==> config.mk <==
export PLATFORM = sky130hd
export DESIGN_NAME = mem_ctrl_mp
export DESIGN_NICKNAME = d
export VERILOG_FILES = /design/src/rtl/mem_ctrl_pkg.sv /design/src/rtl/mem_rr_arb.sv /design/src/rtl/mem_ctrl_mp.sv
export SDC_FILE = /design/constraint.sdc
export NUM_CORES = 1
export LEC_CHECK = 0
export BUFFER_PORTS_ARGS = -buffer_cell sky130_fd_sc_hd__buf_2
export CORE_MARGIN = 2
export CORE_UTILIZATION = 49
export CTS_BUF_LIST = sky130_fd_sc_hd__clkbuf_8
export DETAILED_ROUTE_END_ITERATION = 10
export GPL_TIMING_DRIVEN = 0
export PLACE_DENSITY = 0.88
export SYNTH_ARGS = -nofsm -noshare
export SYNTH_HDL_FRONTEND = slang
export SYNTH_HIERARCHICAL = 1
export SYNTH_SLANG_ARGS = --single-unit
==> constraint.sdc <==
create_clock -name clk -period 2.7 [get_ports clk]
set_clock_uncertainty 0.05 [all_clocks]
set_input_delay 0.54 -clock clk [delete_from_list [all_inputs] [get_ports clk]]
set_output_delay 0.54 -clock clk [all_outputs]
set_load 0.02 [all_outputs]
==> src/rtl/mem_ctrl_pkg.sv <==
// Shared FSM type, parameter limits and a width helper for the mem_ctrl_mp SRAM controller.
package mem_ctrl_pkg;

   localparam int NCH_MAX    = 8;
   localparam int RD_LAT_MAX = 4;

   typedef enum logic {
      ST_INIT,
      ST_RUN
   } state_e;

   // Index width that stays legal (>= 1 bit) for a single-entry set.
   function automatic int id_width(input int n);
      return (n > 1) ? $clog2(n) : 1;
   endfunction

endpackage

==> src/rtl/mem_rr_arb.sv <==
// Round-robin arbiter: the search starts one past the last granted channel; pointer moves only on accept.
module mem_rr_arb
   import mem_ctrl_pkg::*;
#(
   parameter int NCH = 2
) (
   input  logic           clk,
   input  logic           rst_n,
   input  logic [NCH-1:0] req,
   input  logic           accept,
   output logic [NCH-1:0] gnt
);

   localparam int PW = id_width(NCH);

   logic [PW-1:0] ptr_q, ptr_d;
   logic          found;
   int            idx;

   // NOTE: every always_comb output gets a default first so no path can infer a latch.
   always_comb begin
      gnt   = '0;
      ptr_d = ptr_q;
      found = 1'b0;
      idx   = 0;
      for (int off = 0; off < NCH; off++) begin
         idx = int'(ptr_q) + off;
         if (idx >= NCH) idx = idx - NCH;
         if (!found && req[idx]) begin
            found    = 1'b1;
            gnt[idx] = 1'b1;
            ptr_d    = (idx == NCH - 1) ? '0 : PW'(idx + 1);
         end
      end
   end

   // NOTE: sequential state uses non-blocking assignment so every flop samples pre-edge values.
   always_ff @(posedge clk or negedge rst_n) begin
      if (!rst_n)      ptr_q <= '0;
      else if (accept) ptr_q <= ptr_d;
   end

endmodule

==> src/rtl/mem_ctrl_mp.sv <==
// Multi-port controller: NCH requesters share one single-port SRAM through a round-robin arbiter.
// Define MEM_CTRL_MP_INIT_EN to zero the whole SRAM after reset before the first grant.
module mem_ctrl_mp
   import mem_ctrl_pkg::*;
#(
   parameter int NCH    = 2,
   parameter int AW     = 8,
   parameter int DW     = 32,
   parameter int RD_LAT = 1
) (
   input  logic                  clk,
   input  logic                  rst_n,
   input  logic [NCH-1:0]        req,
   input  logic [NCH-1:0]        we,
   input  logic [NCH*AW-1:0]     addr,
   input  logic [NCH*DW-1:0]     wdata,
   input  logic [NCH*(DW/8)-1:0] wmask,
   output logic [NCH-1:0]        gnt,
   output logic [NCH-1:0]        rvalid,
   output logic [DW-1:0]         rdata,
   output logic                  busy,
   output logic                  csb0,
   output logic                  web0,
   output logic [DW/8-1:0]       wmask0,
   output logic [AW-1:0]         addr0,
   output logic [DW-1:0]         din0,
   input  logic [DW-1:0]         dout0
);

   localparam int MW = DW / 8;
   localparam int IW = id_width(NCH);

   if (NCH < 1 || NCH > NCH_MAX || RD_LAT < 1 || RD_LAT > RD_LAT_MAX || (DW % 8) != 0)
   begin : g_bad_cfg
      $error("mem_ctrl_mp: unsupported parameter set");
   end

   logic           run;
   logic           accept;
   logic [IW-1:0]  sel;
   logic           sel_we;
   logic [AW-1:0]  sel_addr;
   logic [DW-1:0]  sel_wdata;
   logic [MW-1:0]  sel_mask;

   logic           csb_d, web_d;
   logic [MW-1:0]  wmask_d;
   logic [AW-1:0]  addr_d;
   logic [DW-1:0]  din_d;
   logic           csb0_q, web0_q;
   logic [MW-1:0]  wmask0_q;
   logic [AW-1:0]  addr0_q;
   logic [DW-1:0]  din0_q;

   logic [RD_LAT:0] pv_q;
   logic [IW-1:0]   pid_q [RD_LAT+1];
   logic [NCH-1:0]  rvalid_q;
   logic [DW-1:0]   rdata_q;

`ifdef MEM_CTRL_MP_INIT_EN
   state_e        state_q;
   logic [AW-1:0] clr_q;

   always_ff @(posedge clk or negedge rst_n) begin
      if (!rst_n) begin
         state_q <= ST_INIT;
         clr_q   <= '0;
      end else if (state_q == ST_INIT) begin
         clr_q <= clr_q + 1'b1;
         if (&clr_q) state_q <= ST_RUN;
      end
   end

   // Gated by rst_n so grants and busy are forced low while reset is held.
   assign run  = rst_n && (state_q == ST_RUN);
   assign busy = rst_n && (state_q == ST_INIT);
`else
   assign run  = rst_n;
   assign busy = 1'b0;
`endif

   mem_rr_arb #(.NCH(NCH)) u_arb (
      .clk    (clk),
      .rst_n  (rst_n),
      .req    (req & {NCH{run}}),
      .accept (accept),
      .gnt    (gnt)
   );

   assign accept = |gnt;

   always_comb begin
      sel       = '0;
      sel_we    = 1'b0;
      sel_addr  = '0;
      sel_wdata = '0;
      sel_mask  = '0;
      for (int i = 0; i < NCH; i++) begin
         if (gnt[i]) begin
            sel       = IW'(i);
            sel_we    = we[i];
            sel_addr  = addr[i*AW +: AW];
            sel_wdata = wdata[i*DW +: DW];
            sel_mask  = wmask[i*MW +: MW];
         end
      end
   end

   always_comb begin
      csb_d   = 1'b1;
      web_d   = 1'b1;
      wmask_d = '0;
      addr_d  = addr0_q;
      din_d   = din0_q;
`ifdef MEM_CTRL_MP_INIT_EN
      if (busy) begin
         csb_d   = 1'b0;
         web_d   = 1'b0;
         wmask_d = '1;
         addr_d  = clr_q;
         din_d   = '0;
      end
`endif
      if (accept) begin
         csb_d   = 1'b0;
         web_d   = ~sel_we;
         wmask_d = sel_we ? sel_mask : '0;
         addr_d  = sel_addr;
         din_d   = sel_wdata;
      end
   end

   always_ff @(posedge clk or negedge rst_n) begin
      if (!rst_n) begin
         csb0_q   <= 1'b1;
         web0_q   <= 1'b1;
         wmask0_q <= '0;
         addr0_q  <= '0;
         din0_q   <= '0;
      end else begin
         csb0_q   <= csb_d;
         web0_q   <= web_d;
         wmask0_q <= wmask_d;
         addr0_q  <= addr_d;
         din0_q   <= din_d;
      end
   end

   // Stage k holds a read whose SRAM command went out k cycles ago; the last stage lines up with dout0.
   always_ff @(posedge clk or negedge rst_n) begin
      if (!rst_n) begin
         pv_q <= '0;
         for (int k = 0; k <= RD_LAT; k++) pid_q[k] <= '0;
      end else begin
         pv_q[0]  <= accept && !sel_we;
         pid_q[0] <= sel;
         for (int k = 1; k <= RD_LAT; k++) begin
            pv_q[k]  <= pv_q[k-1];
            pid_q[k] <= pid_q[k-1];
         end
      end
   end

   always_ff @(posedge clk or negedge rst_n) begin
      if (!rst_n) begin
         rvalid_q <= '0;
         rdata_q  <= '0;
      end else begin
         rvalid_q <= '0;
         if (pv_q[RD_LAT]) begin
            rvalid_q[pid_q[RD_LAT]] <= 1'b1;
            rdata_q                 <= dout0;
         end
      end
   end

   assign csb0   = csb0_q;
   assign web0   = web0_q;
   assign wmask0 = wmask0_q;
   assign addr0  = addr0_q;
   assign din0   = din0_q;
   assign rvalid = rvalid_q;
   assign rdata  = rdata_q;

endmodule

# Word level (Yosys, flattened, before mapping)
# Cells that the tools add are included.
classes:
  n_div: 0
  n_eq_ne: 2
  bitwise: 3
  shift: 0
  muxes: 35
  order_cmp: 8
  mul: 0
  reduce_logical: 10
  addsub: 5
ops:
  columns: ["op", "n"]
  rows:
  - ["32-bit two-way mux", 4]
  - ["32-bit by 2-bit equality test with 1-bit output, second input constant", 2]
  - ["32-bit by 1-bit >= comparator with 1-bit output, second input constant", 2]
  - ["32-bit by 3-bit less-than comparator with 1-bit output, second input constant", 2]
  - ["32-bit by 3-bit >= comparator with 1-bit output, second input constant", 1]
  - ["32-bit by 3-bit subtractor with 32-bit output, second input constant", 1]
  - ["1-bit two-way mux", 19]
  - ["4-bit two-way mux", 4]
  - ["8-bit two-way mux", 2]
  - ["2-bit two-way mux", 3]
  - ["1-bit logical AND", 5]
  - ["1-bit demux with 1-bit select", 3]
  - ["1-bit by 2-bit subtractor with 3-bit output, second input constant", 1]
  - ["1-bit adder, second input constant", 2]
  - ["1-bit by 1-bit adder with 2-bit output, second input constant", 1]
  - ["2-bit AND", 1]
  - ["1-bit by 2-bit >= comparator with 1-bit output, second input constant", 1]
  - ["1-bit logical NOT", 2]
  - ["1-bit by 2-bit less-than comparator with 1-bit output, second input constant", 1]
  - ["2-bit OR", 1]
  - ["2-bit AND reduction", 1]
  - ["2-bit nonzero test", 1]
  - ["2-bit OR reduction", 1]
  - ["1-bit >= comparator, second input constant", 1]
  - ["1-bit inverter", 1]
word_totals:
  input_bits: 126
  word_cells: 74
  output_inout_bits: 83
  ram_bits: 0
  register_bits: 85
  romBits: 0
  latchBits: 0
  memories: 0

# Depth between registers and ports, before layout
# Gate-level depths: netlist of run 1.
logic_depth:
  depth_word: 13
  mapped_depth: 6
  depth_no_buf: 5

# Modules after synthesis
# The synthesis of run 1 kept the hierarchy.
by_module_without_submodules:
  columns: ["mod", "cells_each", "seq_area_each_um2", "area_per_inst_um2", "instances"]
  rows:
  - ["mem_ctrl_mp", 279, 2104.5, 3513.4, 1]
  - ["mem_rr_arb", 6, 25.0, 55.1, 1]

# Least setup slack after synthesis of run 1
# No wires, ideal clock.
synth_path:
  path_type: "input to register"
  startpoint: "input req[0]"
  endpoint: "register addr0_q[2], in the netlist addr0[2]"
  t_required_ns: 2.518
  path_buffers: 2
  path_stages: 6
  setup_slack_ns: 0.512
  setup_ns: 0.132
  arrival_time_ns: 2.006
  cell_sequence: "and2_1 a21boi_0 buf_6 buf_12 mux2i_1 o21ai_1"
synth_via:
  elab_chain_cells: 10
  elab_cells_between_ends: 16
  classes_between: "mux (11); bitwise (2); reduce/logical (3)"
synth_rtl:
  columns: ["element", "line_no", "rtl"]
  rows:
  - ["start: declaration", "mem_ctrl_mp.sv:13", "input logic [NCH-1:0] req,"]
  - ["2-bit AND *", "mem_ctrl_mp.sv:85", ".req (req & {NCH{run}}),"]
  - ["1-bit two-way mux (implied by the code) (3 in a row)", "mem_rr_arb.sv:29", "if (!found && req[idx]) begin"]
  - ["1-bit two-way mux", "mem_rr_arb.sv:29", null]
  - ["1-bit logical NOT", "mem_rr_arb.sv:29", null]
  - ["1-bit logical AND", "mem_rr_arb.sv:29", null]
  - ["2-bit two-way mux *", "mem_rr_arb.sv:29", null]
  - ["via gnt[0]", "mem_ctrl_mp.sv:18", "output logic [NCH-1:0] gnt,"]
  - ["8-bit two-way mux (2 in a row)", "mem_ctrl_mp.sv:99", "if (gnt[i]) begin"]
  - ["end signal: assignment", "mem_ctrl_mp.sv:144", "addr0_q <= addr_d;"]
  - ["end: declaration", "mem_ctrl_mp.sv:52", "logic [AW-1:0] addr0_q;"]
# The timed path passes the listed nets; every way through them passes the cells marked *. The select of a mux whose other input is x is not followed.
# A chain may end at the register's enable or synchronous reset.

# Worst setup path in the final report of run 1
layout_path:
  startpoint: "input rst_n"
  endpoint: "output gnt[1]"
layout_via:
  elab_chain_cells: 8
  elab_cells_between_ends: 13
  classes_between: "mux (9); bitwise (2); reduce/logical (2)"
layout_rtl:
  columns: ["element", "line_no", "rtl"]
  rows:
  - ["start: declaration", "mem_ctrl_mp.sv:12", "input logic rst_n,"]
  - ["2-bit AND *", "mem_ctrl_mp.sv:85", null]
  - ["1-bit two-way mux (implied by the code) (3 in a row)", "mem_rr_arb.sv:29", null]
  - ["1-bit two-way mux", "mem_rr_arb.sv:29", null]
  - ["1-bit logical NOT", "mem_rr_arb.sv:29", null]
  - ["1-bit logical AND", "mem_rr_arb.sv:29", null]
  - ["2-bit two-way mux *", "mem_rr_arb.sv:29", null]
  - ["end: declaration", "mem_ctrl_mp.sv:18", null]
# Mark *: on every way between the ends. The rest lies on a longest branch, timed or not. The select of a mux whose other input is x is not followed.

==> qor.csv, run 1 <==
stage,metric,value,unit
clock_tree,Root Buffer,clkbuf_8,
place,placed wire-length estimate,7020,µm
sta,worst setup margin,174,ps
synth,dominant synthesized flop cell,dfrtp_1,
cells_and_area,diodes inserted,0,
clock_tree,total number of H-tree levels,3,
setup_path,Startpoint Class,input port,
clock_tree,Bufs on Longest Clock Path,2,
sta,max-slew violation count,0,
clock_tree,TritonCTS clock tree,yes,
setup_path,crit end category,primary output,
clock_tree,TritonCTS buffer count,9,
floorplan,Die X,89.3,µm
place,placed inst area,4760,µm²
route,WL/cell,14.8,µm
floorplan,core area,7140,µm²
setup_path,RR Endpoint,din0[12]$_DFFE_PN0N_,
floorplan,Die ar.,7980,µm²
power,PD cells,726,nW/µm²
clock_tree,Worst-path clk slew,90,ps
synth,"top cells by area, synth","dfrtp_1, mux2i_1, mux2_2",
floorplan,chip height,89.3,µm
synth,synth warn,6,
power,P_leak,2.50,nW
clock_tree,Post-CTS Hold Buffers,0,
clock_tree,clock sinks,85,
synth,synthesized instance count,285,
global_routing,Tot GR Track Use,0.215,
synth,top cell type's share of synthesized area,0.582,
setup_path,"Worst Path Class, Setup",input port to primary output,
place,routability cong.,0.762,
global_routing,largest net degree at the start of global routing,52,
route,Post-Route WL,8970,µm
cells_and_area,final instance area,4970,µm²
sta,RSZ-0062 raised after global routing,no,
floorplan,initial core utilization,0.500,
global_routing,antenna violations before repair,0,
sta,setup violators final,0,
synth,sequential fraction of the synthesis area,0.597,
sta,Final Hold Viols,0,
sta,Final Cycle Share,0.936,
synth,top-count cell post-synth,dfrtp_1,
global_routing,GRT overflow,0,
route,initial DRC count,89,
route,drc violations,0,
setup_path,Crit path arrival time,1940,ps
setup_path,Worst Path Max Fanout,51,
sta,worst hold slack,35.2,ps
floorplan,io pins,209,
hold_path,hold crit path type,input port to asynchronous set/reset pin,
cells_and_area,Synth-to-Final Area Change,39.2,%
synth,syn avg cell area,12.5,µm²
setup_path,RR Startpoint,u_arb/ptr_q$_DFFE_PN0P_,
setup_path,"reg-to-reg slack, setup",930,ps
global_routing,vias in the first global route,2884,
sta,Fmax,396,MHz
run,MaxCap Viol Count,0,
synth,"Async S/R FF share, synth",1.00,
synth,Synth cell types,24,
synth,Mapped Area,3570,µm²
place,"worst slack, placed",-245,ps
route,Routed Antenna Nets,0,
status,status,"complete, no violations",
global_routing,first-pass GRT wire length,13100,µm
clock_tree,worst-skew pair later-pin latency,340,ps
setup_path,r2r worst-path depth,5,
cells_and_area,layout cells sized above 1,0.536,
synth,"FF+latch count, synth",85,
sta,Tmin final,2530,ps
setup_path,Crit path required time,2110,ps
synth,Post-synth EDFFs,0,
route,vias per cell,4.87,
synth,Synth area leader,dfrtp_1,
route,Vias,2960,
synth,most common library cells after synthesis,"dfrtp_1, mux2i_1, nand2_1",
route,iteration count of the initial detailed-routing pass,4,
synth,post-synth net total,411,
cells_and_area,net count reported at finish,630,
power,Max rail drop VDD,0.280,mV
cells_and_area,Filler Cell Count,554,
place,# port buffers,207,
floorplan,Row Count,31,
[layout by cell type (no fill, tap or decap), types with 2 or more instances in the layout]
cell type	instances
buf_4	2
clkinv_4	2
o21ai_0	14
buf_6	4
clkbuf_8	11
clkbuf_1	5
o21ai_1	30
a21boi_1	2
dfrtp_1	83
nand2_1	40
nand3_1	8
mux2_2	32
mux2i_1	41
dfstp_2	2
and2_1	3
a21oi_1	2
buf_12	3
inv_1	3
buf_2	212
[power breakdown]
part           switching [mW]  internal [mW]  total [mW]
combinational           0.629          0.443        1.07
clock                   0.447          0.451       0.898
sequential              0.121           1.51        1.64
total                    1.20           2.41        3.61
[state kept, by name (all words and copies together), names as in the netlist]
register	flops
u_arb/ptr_q	1
web0	1
pv_q	2
rvalid	2
wmask0	4
pid_q	2
rdata	32
din0	32
addr0	8
csb0	1
[kinds of logic after synthesis]
family                 synth area share
DFF                               0.597
muxes                             0.216
buffers and inverters            0.0494
AOI/OAI and AO/OA                0.0705
other                           0.00105
and+or+nand+nor                  0.0663
[metal layers]
| layer | global-route usage | vias to the layer above | part of all wire |
|---|---|---|---|
| met5 | 0 | - | 0 |
| met4 | 0.0706 | 0 | 0.012 |
| met3 | 0.0563 | 11 | 0.074 |
| met2 | 0.389 | 129 | 0.53 |
| met1 | 0.248 | 1399 | 0.39 |
| li1 | - | 1421 | - |
[worst max path at each step]
stage               startpoint              endpoint  slack, ps  depth (start not counted)
floorplan               req[0]  addr0[2]$_DFFE_PN0N_        510                          6
global placement         rst_n  din0[12]$_DFFE_PN0N_       -940                          6
detailed placement       rst_n  din0[12]$_DFFE_PN0N_       -250                          7
CTS                      rst_n                gnt[0]         60                          5
global route             rst_n                gnt[1]        0.3                          5
finish                   rst_n                gnt[1]        170                          5
[cell type report]
cell class	instances	area [µm²]	share of cell area
sequential	85	2130	0.429
multi-input combinational	178	1260	0.254
timing repair buffer	208	1070	0.216
buffer	20	169	0.0340
clock buffer	10	138	0.0277
tap	99	124	0.0249
clock inverter	6	63.8	0.0128
inverter	2	7.51	0.00151
[metrics by stage]
step | std cells | utilization | TNS, ps | total power, mW
finish | 608 | 0.696 | 0 | 3.61
global route | 608 | 0.696 | 0 | 3.79
CTS | 608 | 0.695 | 0 | 3.64
detailed placement | 592 | 0.667 | -6920 | 2.74
global placement | 591 | 0.663 | -42410 | 2.69
floorplan | 285 | - | 0 | 2.29
[timing repair]
item	in CTS	in global routing
endpoints found under the setup margin	2	2
gates resized for setup	1	2
buffers inserted	0	0
[critical path: stages]
cell and delay (ps):
clkbuf_8 290, buf_16 290, and2_1 210, a21boi_1 340, buf_2 230
Note: power is estimated with default switching activity, not from simulation.
==> run 2: changes to the inputs <==
--- a/config.mk
+++ b/config.mk
@@ -5,6 +5,7 @@
 export SDC_FILE = /design/constraint.sdc
 export NUM_CORES = 1
 export LEC_CHECK = 0
+export ABC_CLOCK_PERIOD_IN_PS = 2700
 export BUFFER_PORTS_ARGS = -buffer_cell sky130_fd_sc_hd__buf_2
 export CORE_MARGIN = 2
 export CORE_UTILIZATION = 49
==> constraint.sdc (replaced) <==
create_clock -name clk -period 2.7 [get_ports clk]
set_clock_uncertainty 0.05 [all_clocks]
set_input_delay 0.27 -clock clk [delete_from_list [all_inputs] [get_ports clk]]
set_output_delay 0.27 -clock clk [all_outputs]
set_load 0.02 [all_outputs]
==> run 2 against run 1 <==
  * Utilization up 0.33 points
  * Wire length rose by 1.5%
  * Sequential power is essentially flat
  * Power increased by 0.27%
  * Hold slack gained 43 ps
  * Cell count grew 0.33%
  * Non-clock buffer count is 2 higher
==> qor.csv, run 2 (synthesis results as in run 1) <==
stage,metric,value,unit,change
sta,worst setup margin,236,ps,+62.3 ps
sta,Setup TNS,0,ps,unchanged
global_routing,largest net degree at the start of global routing,52,,unchanged
place,placed wire-length estimate,7020,µm,unchanged
setup_path,crit-path max cell delay,540,ps,+200 ps
route,Vias,2977,,+0.57%
place,placed inst area,4760,µm²,unchanged
global_routing,vias in the first global route,2910,,+0.90%
route,WL/cell,14.9,µm,+1.2%
setup_path,"Worst Path Class, Setup",input port to flip-flop,,
cells_and_area,Filler Cell Count,548,,-1.1%
floorplan,chip height,89.3,µm,unchanged
clock_tree,Post-CTS Resized,0,,-1
place,# port buffers,207,,unchanged
clock_tree,clock sinks,85,,unchanged
clock_tree,TritonCTS buffer count,9,,unchanged
power,Pwr Total,3.62,mW,+0.27%
cells_and_area,Synth-to-Final Area Change,39.8,%,
run,MaxCap Viol Count,0,,unchanged
hold_path,Hold Path Depth,3,,
power,PD cells,725,nW/µm²,-0.21%
clock_tree,Worst-path clk slew,90,ps,about the same
place,Placed Cells,592,,unchanged
floorplan,Row Count,31,,unchanged
floorplan,initial core utilization,0.500,,unchanged
setup_path,CP cell instances,dlygate4sd3_1 > buf_4 > buf_16 > and2_1 > a21boi_1 > buf_2 > clkbuf_1 > o21ai_0,,
sta,setup violators final,0,,unchanged
clock_tree,Root Buffer,clkbuf_8,,
sta,worst hold slack,78.0,ps,+42.8 ps
sta,max-slew violation count,0,,unchanged
setup_path,Crit path required time,2850,ps,+740 ps
cells_and_area,diodes inserted,0,,unchanged
setup_path,worst path buffer plus inverter count,5,,+2
setup_path,Crit path arrival time,2610,ps,+670 ps
place,routability cong.,0.762,,unchanged
route,Post-Route WL,9110,µm,+1.5%
route,iteration count of the initial detailed-routing pass,4,,unchanged
setup_path,Worst path slowest cell,dlygate4sd3_1,,
setup_path,r2r worst-path depth,5,,unchanged
cells_and_area,register area,2130,µm²,unchanged
cells_and_area,final non-filler cell total,610,,+0.33%
sta,Tmin final,2460,ps,-62.3 ps
cells_and_area,"commonest non-fill, non-tap cell in the layout",buf_2,,
cells_and_area,most frequent cells in the layout,"buf_2, dfrtp_1, mux2i_1",,
route,vias per cell,4.88,,+0.24%
hold_path,hold crit path type,input port to flip-flop,,
setup_path,Crit path max-delay family,buffers and inverters,,
global_routing,Tot GR Track Use,0.218,,+0.00277
global_routing,antenna violations before repair,0,,unchanged
sta,Final Cycle Share,0.913,,-0.0231
setup_path,Startpoint Class,input port,,
place,"worst slack, placed",24.6,ps,+270 ps
global_routing,first-pass GRT wire length,13200,µm,+1.0%
power,P_leak,2.51,nW,+0.41%
floorplan,Die X,89.3,µm,unchanged
route,initial DRC count,114,,+28%
sta,Fmax,406,MHz,+2.5%
cells_and_area,layout cells sized above 1,0.536,,about the same
clock_tree,Bufs on Longest Clock Path,2,,unchanged
floorplan,io pins,209,,unchanged
cells_and_area,utilization after layout,0.699,,+0.00333
setup_path,Worst Path Max Fanout,51,,unchanged
setup_path,crit end category,flip-flop,,
status,status,"complete, no violations",,
global_routing,GRT overflow,0,,unchanged
setup_path,CP Depth,8,,+3
clock_tree,worst-skew pair later-pin latency,340,ps,about the same
clock_tree,total number of H-tree levels,3,,unchanged
route,Routed Antenna Nets,0,,unchanged
clock_tree,TritonCTS clock tree,yes,,
cells_and_area,net count reported at finish,632,,+0.32%
floorplan,Die ar.,7980,µm²,unchanged
power,Max rail drop VDD,0.279,mV,about the same
route,drc violations,0,,unchanged
cells_and_area,multi-input logic area,1260,µm²,unchanged
sta,RSZ-0062 raised after global routing,no,,
sta,Final Hold Viols,0,,unchanged
floorplan,core area,7140,µm²,unchanged
cells_and_area,final instance area,4990,µm²,+0.48%
## run 2: layout make-up
class | instances | share of cell area
Inverter | 2 | 0.00150
Tap cell | 99 | 0.0248
Multi-Input combinational cell | 178 | 0.253
Buffer | 20 | 0.0339
Sequential cell | 85 | 0.427
Clock buffer | 10 | 0.0276
Timing Repair Buffer | 210 | 0.220
Clock inverter | 6 | 0.0128
## run 2: tightest hold or removal path, stage by stage
cell,delay [ps]
buf_2,70
nand2_1,40
o21ai_1,60
## run 2: report_power, final
part / leakage (nW) / total (mW) / switching, mW / internal, mW
logic: 1.38 / 1.08 / 0.632 / 0.446
registers: 1.03 / 1.64 / 0.122 / 1.51
clock network: 0.104 / 0.901 / 0.449 / 0.451
## run 2: repair_timing
action,4_1_cts,5_1_grt
setup buffers,0,0
hold endpoints to repair,36,0
hold buffers,2,0
## run 2: routing by layer
metal	global-route usage	vias to the layer above	wire length (µm)
met5	0	-	0
met4	0.0706	0	93
met3	0.0572	9	701
met2	0.401	127	4870
met1	0.246	1412	3440
li1	-	1429	-
## run 2: path summary, 6_finish.rpt
kind                                         start               endpoint  slack, ps
max in group asynchronous                    rst_n         web0$_DFF_PN1_       1870
setup / recovery                             rst_n   din0[12]$_DFFE_PN0N_        240
min in group asynchronous                    rst_n  rdata[20]$_DFFE_PN0P_        420
hold reg to reg                 pid_q[1]$_DFF_PN0_     pid_q[0]$_DFF_PN0_        300
hold / removal                           wdata[57]   din0[25]$_DFFE_PN0N_         80
setup reg to reg           u_arb/ptr_q$_DFFE_PN0P_   din0[12]$_DFFE_PN0N_        930
==> run 3: changes to the inputs <==
--- a/config.mk
+++ b/config.mk
@@ -8,11 +8,10 @@
 export ABC_CLOCK_PERIOD_IN_PS = 2700
 export BUFFER_PORTS_ARGS = -buffer_cell sky130_fd_sc_hd__buf_2
 export CORE_MARGIN = 2
-export CORE_UTILIZATION = 49
-export CTS_BUF_LIST = sky130_fd_sc_hd__clkbuf_8
+export CORE_UTILIZATION = 47
 export DETAILED_ROUTE_END_ITERATION = 10
 export GPL_TIMING_DRIVEN = 0
-export PLACE_DENSITY = 0.88
+export PLACE_DENSITY = 0.9
 export SYNTH_ARGS = -nofsm -noshare
 export SYNTH_HDL_FRONTEND = slang
 export SYNTH_HIERARCHICAL = 1
==> run 3 against run 2 <==
  * Cell area down 0.15%
  * Global-route usage about the same
  * Cell count unchanged
  * Utilization down 1.6 points
  * Largest power group unchanged
  * Clock power down 1%
  * Power down 0.32%
  * Fmax up 14%
  * Via count up 0.10%
  * First-iteration DRC count down 41%
  * Register-to-register slack about the same
  * Hold slack better by 2.7 ps
==> qor.csv, run 3 (synthesis results as in run 1) <==
stage,metric,value,unit,change
status,status,"complete, no violations",,
cells_and_area,"commonest non-fill, non-tap cell in the layout",buf_2,,
sta,Tmin final,2170,ps,-293 ps
cells_and_area,Filler Cell Count,548,,unchanged
route,iteration count of the initial detailed-routing pass,6,,+2
cells_and_area,Synth-to-Final Area Change,39.6,%,
run,MaxCap Viol Count,0,,unchanged
cells_and_area,diodes inserted,0,,unchanged
route,Routed Antenna Nets,0,,unchanged
route,initial DRC count,67,,-41%
clock_tree,Root Buffer,clkbuf_8,,
hold_path,hold crit path type,input port to flip-flop,,
floorplan,Die ar.,8310,µm²,+4.1%
power,P_leak,2.51,nW,-0.30%
sta,Fmax,461,MHz,+14%
cells_and_area,final non-filler cell total,610,,unchanged
sta,RSZ-0062 raised after global routing,no,,
global_routing,Tot GR Track Use,0.218,,-0.000284
power,Max rail drop VDD,0.281,mV,+0.55%
setup_path,Worst Path Max Fanout,10,,-80%
route,WL/cell,14.9,µm,-0.37%
global_routing,antenna violations before repair,0,,unchanged
sta,Final Hold Viols,0,,unchanged
setup_path,crit end category,flip-flop,,
clock_tree,worst-skew pair later-pin latency,330,ps,about the same
global_routing,GRT overflow,0,,unchanged
global_routing,first-pass GRT wire length,14400,µm,+8.4%
place,# port buffers,207,,unchanged
floorplan,Die X,91.1,µm,+2.0%
route,vias per cell,4.89,,+0.10%
clock_tree,TritonCTS buffer count,9,,unchanged
route,Vias,2980,,+0.10%
power,Pwr Total,3.60,mW,-0.32%
sta,setup violators final,0,,unchanged
setup_path,Startpoint Class,input port,,
cells_and_area,utilization after layout,0.683,,-0.0159
route,drc violations,0,,unchanged
clock_tree,Bufs on Longest Clock Path,2,,unchanged
floorplan,initial core utilization,0.489,,-0.0106
setup_path,Crit path arrival time,2320,ps,-290 ps
clock_tree,total number of H-tree levels,3,,unchanged
place,routability cong.,0.836,,+9.6%
floorplan,chip height,91.1,µm,+2.0%
floorplan,io pins,209,,unchanged
place,placed wire-length estimate,6980,µm,-0.64%
clock_tree,clock sinks,85,,unchanged
sta,Final Cycle Share,0.804,,-0.109
clock_tree,TritonCTS clock tree,yes,,
global_routing,largest net degree at the start of global routing,43,,-17%
floorplan,core area,7290,µm²,+2.2%
power,PD cells,723,nW/µm²,-0.17%
cells_and_area,most frequent cells in the layout,"buf_2, dfrtp_1, mux2i_1",,
cells_and_area,net count reported at finish,632,,unchanged
cells_and_area,layout cells sized above 1,0.536,,unchanged
global_routing,vias in the first global route,3032,,+4.2%
setup_path,Crit path required time,2850,ps,about the same
cells_and_area,final instance area,4980,µm²,-0.15%
sta,max-slew violation count,0,,unchanged
sta,worst hold slack,80.7,ps,+2.70 ps
floorplan,Row Count,31,,unchanged
setup_path,"Worst Path Class, Setup",input port to flip-flop,,
place,Placed Cells,592,,unchanged
place,placed inst area,4750,µm²,-0.16%
route,Post-Route WL,9070,µm,-0.37%
clock_tree,Worst-path clk slew,90,ps,about the same
==> run 3: changes by cell type in the layout (fill, tap and decap cells not counted), sizes merged <==
| cell | change |
|---|---|
| clkbuf | +1 |
| inv | -1 |
==> run 3: metal layers <==
| layer | share of wire | up-vias | track usage |
|---|---|---|---|
| met2 | 0.51 | 152 | 0.387 |
| met1 | 0.40 | 1395 | 0.258 |
| li1 | - | 1418 | - |
| met3 | 0.070 | 15 | 0.0631 |
| met5 | 0 | - | 0 |
| met4 | 0.018 | 0 | 0.0593 |
==> run 3: timing repair <==
item,in CTS,in global routing
hold buffers,2,0
hold endpoints to repair,42,0
setup buffers,0,0
gates resized for setup,0,0
==> run 3: where the power goes <==
group | switching [mW] | internal (mW) | leakage [nW]
clock | 0.436 | 0.455 | 0.0995
combinational | 0.627 | 0.445 | 1.38
sequential | 0.127 | 1.51 | 1.03
==> run 3: final timing paths <==
kind / startpoint / end / slack (ps) / cells past startpoint
setup / recovery: rst_n / addr0[6]$_DFFE_PN0N_ / 530 / 7
hold / removal: wdata[47] / din0[15]$_DFFE_PN0N_ / 80 / 3
setup reg to reg: u_arb/ptr_q$_DFFE_PN0P_ / addr0[6]$_DFFE_PN0N_ / 930 / 5
hold reg to reg: pid_q[1]$_DFF_PN0_ / pid_q[0]$_DFF_PN0_ / 300 / 0
max in group asynchronous: rst_n / web0$_DFF_PN1_ / 1900 / 3
min in group asynchronous: rst_n / csb0$_DFF_PN1_ / 420 / 2
==> run 3: area by class of cell <==
| type | count | area [µm²] | share of cell area |
|---|---|---|---|
| Inverter | 2 | 7.51 | 0.00151 |
| Sequential cell | 85 | 2130 | 0.427 |
| Clock inverter | 5 | 60.1 | 0.0121 |
| Buffer | 20 | 169 | 0.0339 |
| Multi-Input combinational cell | 178 | 1260 | 0.253 |
| Timing Repair Buffer | 210 | 1090 | 0.218 |
| Clock buffer | 11 | 141 | 0.0284 |
| Tap cell | 99 | 124 | 0.0249 |
==> run 3: through the flow <==
| stage | TNS (ps) | worst slack, ps |
|---|---|---|
| after global placement | -29200 | -698 |
| after global routing | 0 | 323 |
| final | 0 | 529 |
| after CTS | 0 | 465 |
| after floorplan | 0 | 782 |
| after detailed placement | 0 | 218 |
==> run 3: worst max-delay path, cell delays in order <==
cell and delay (ps):
dlygate4sd3_1 520, buf_4 170, and2_1 180, a21boi_1 340, buf_2 290, clkbuf_1 400
o21ai_1 140
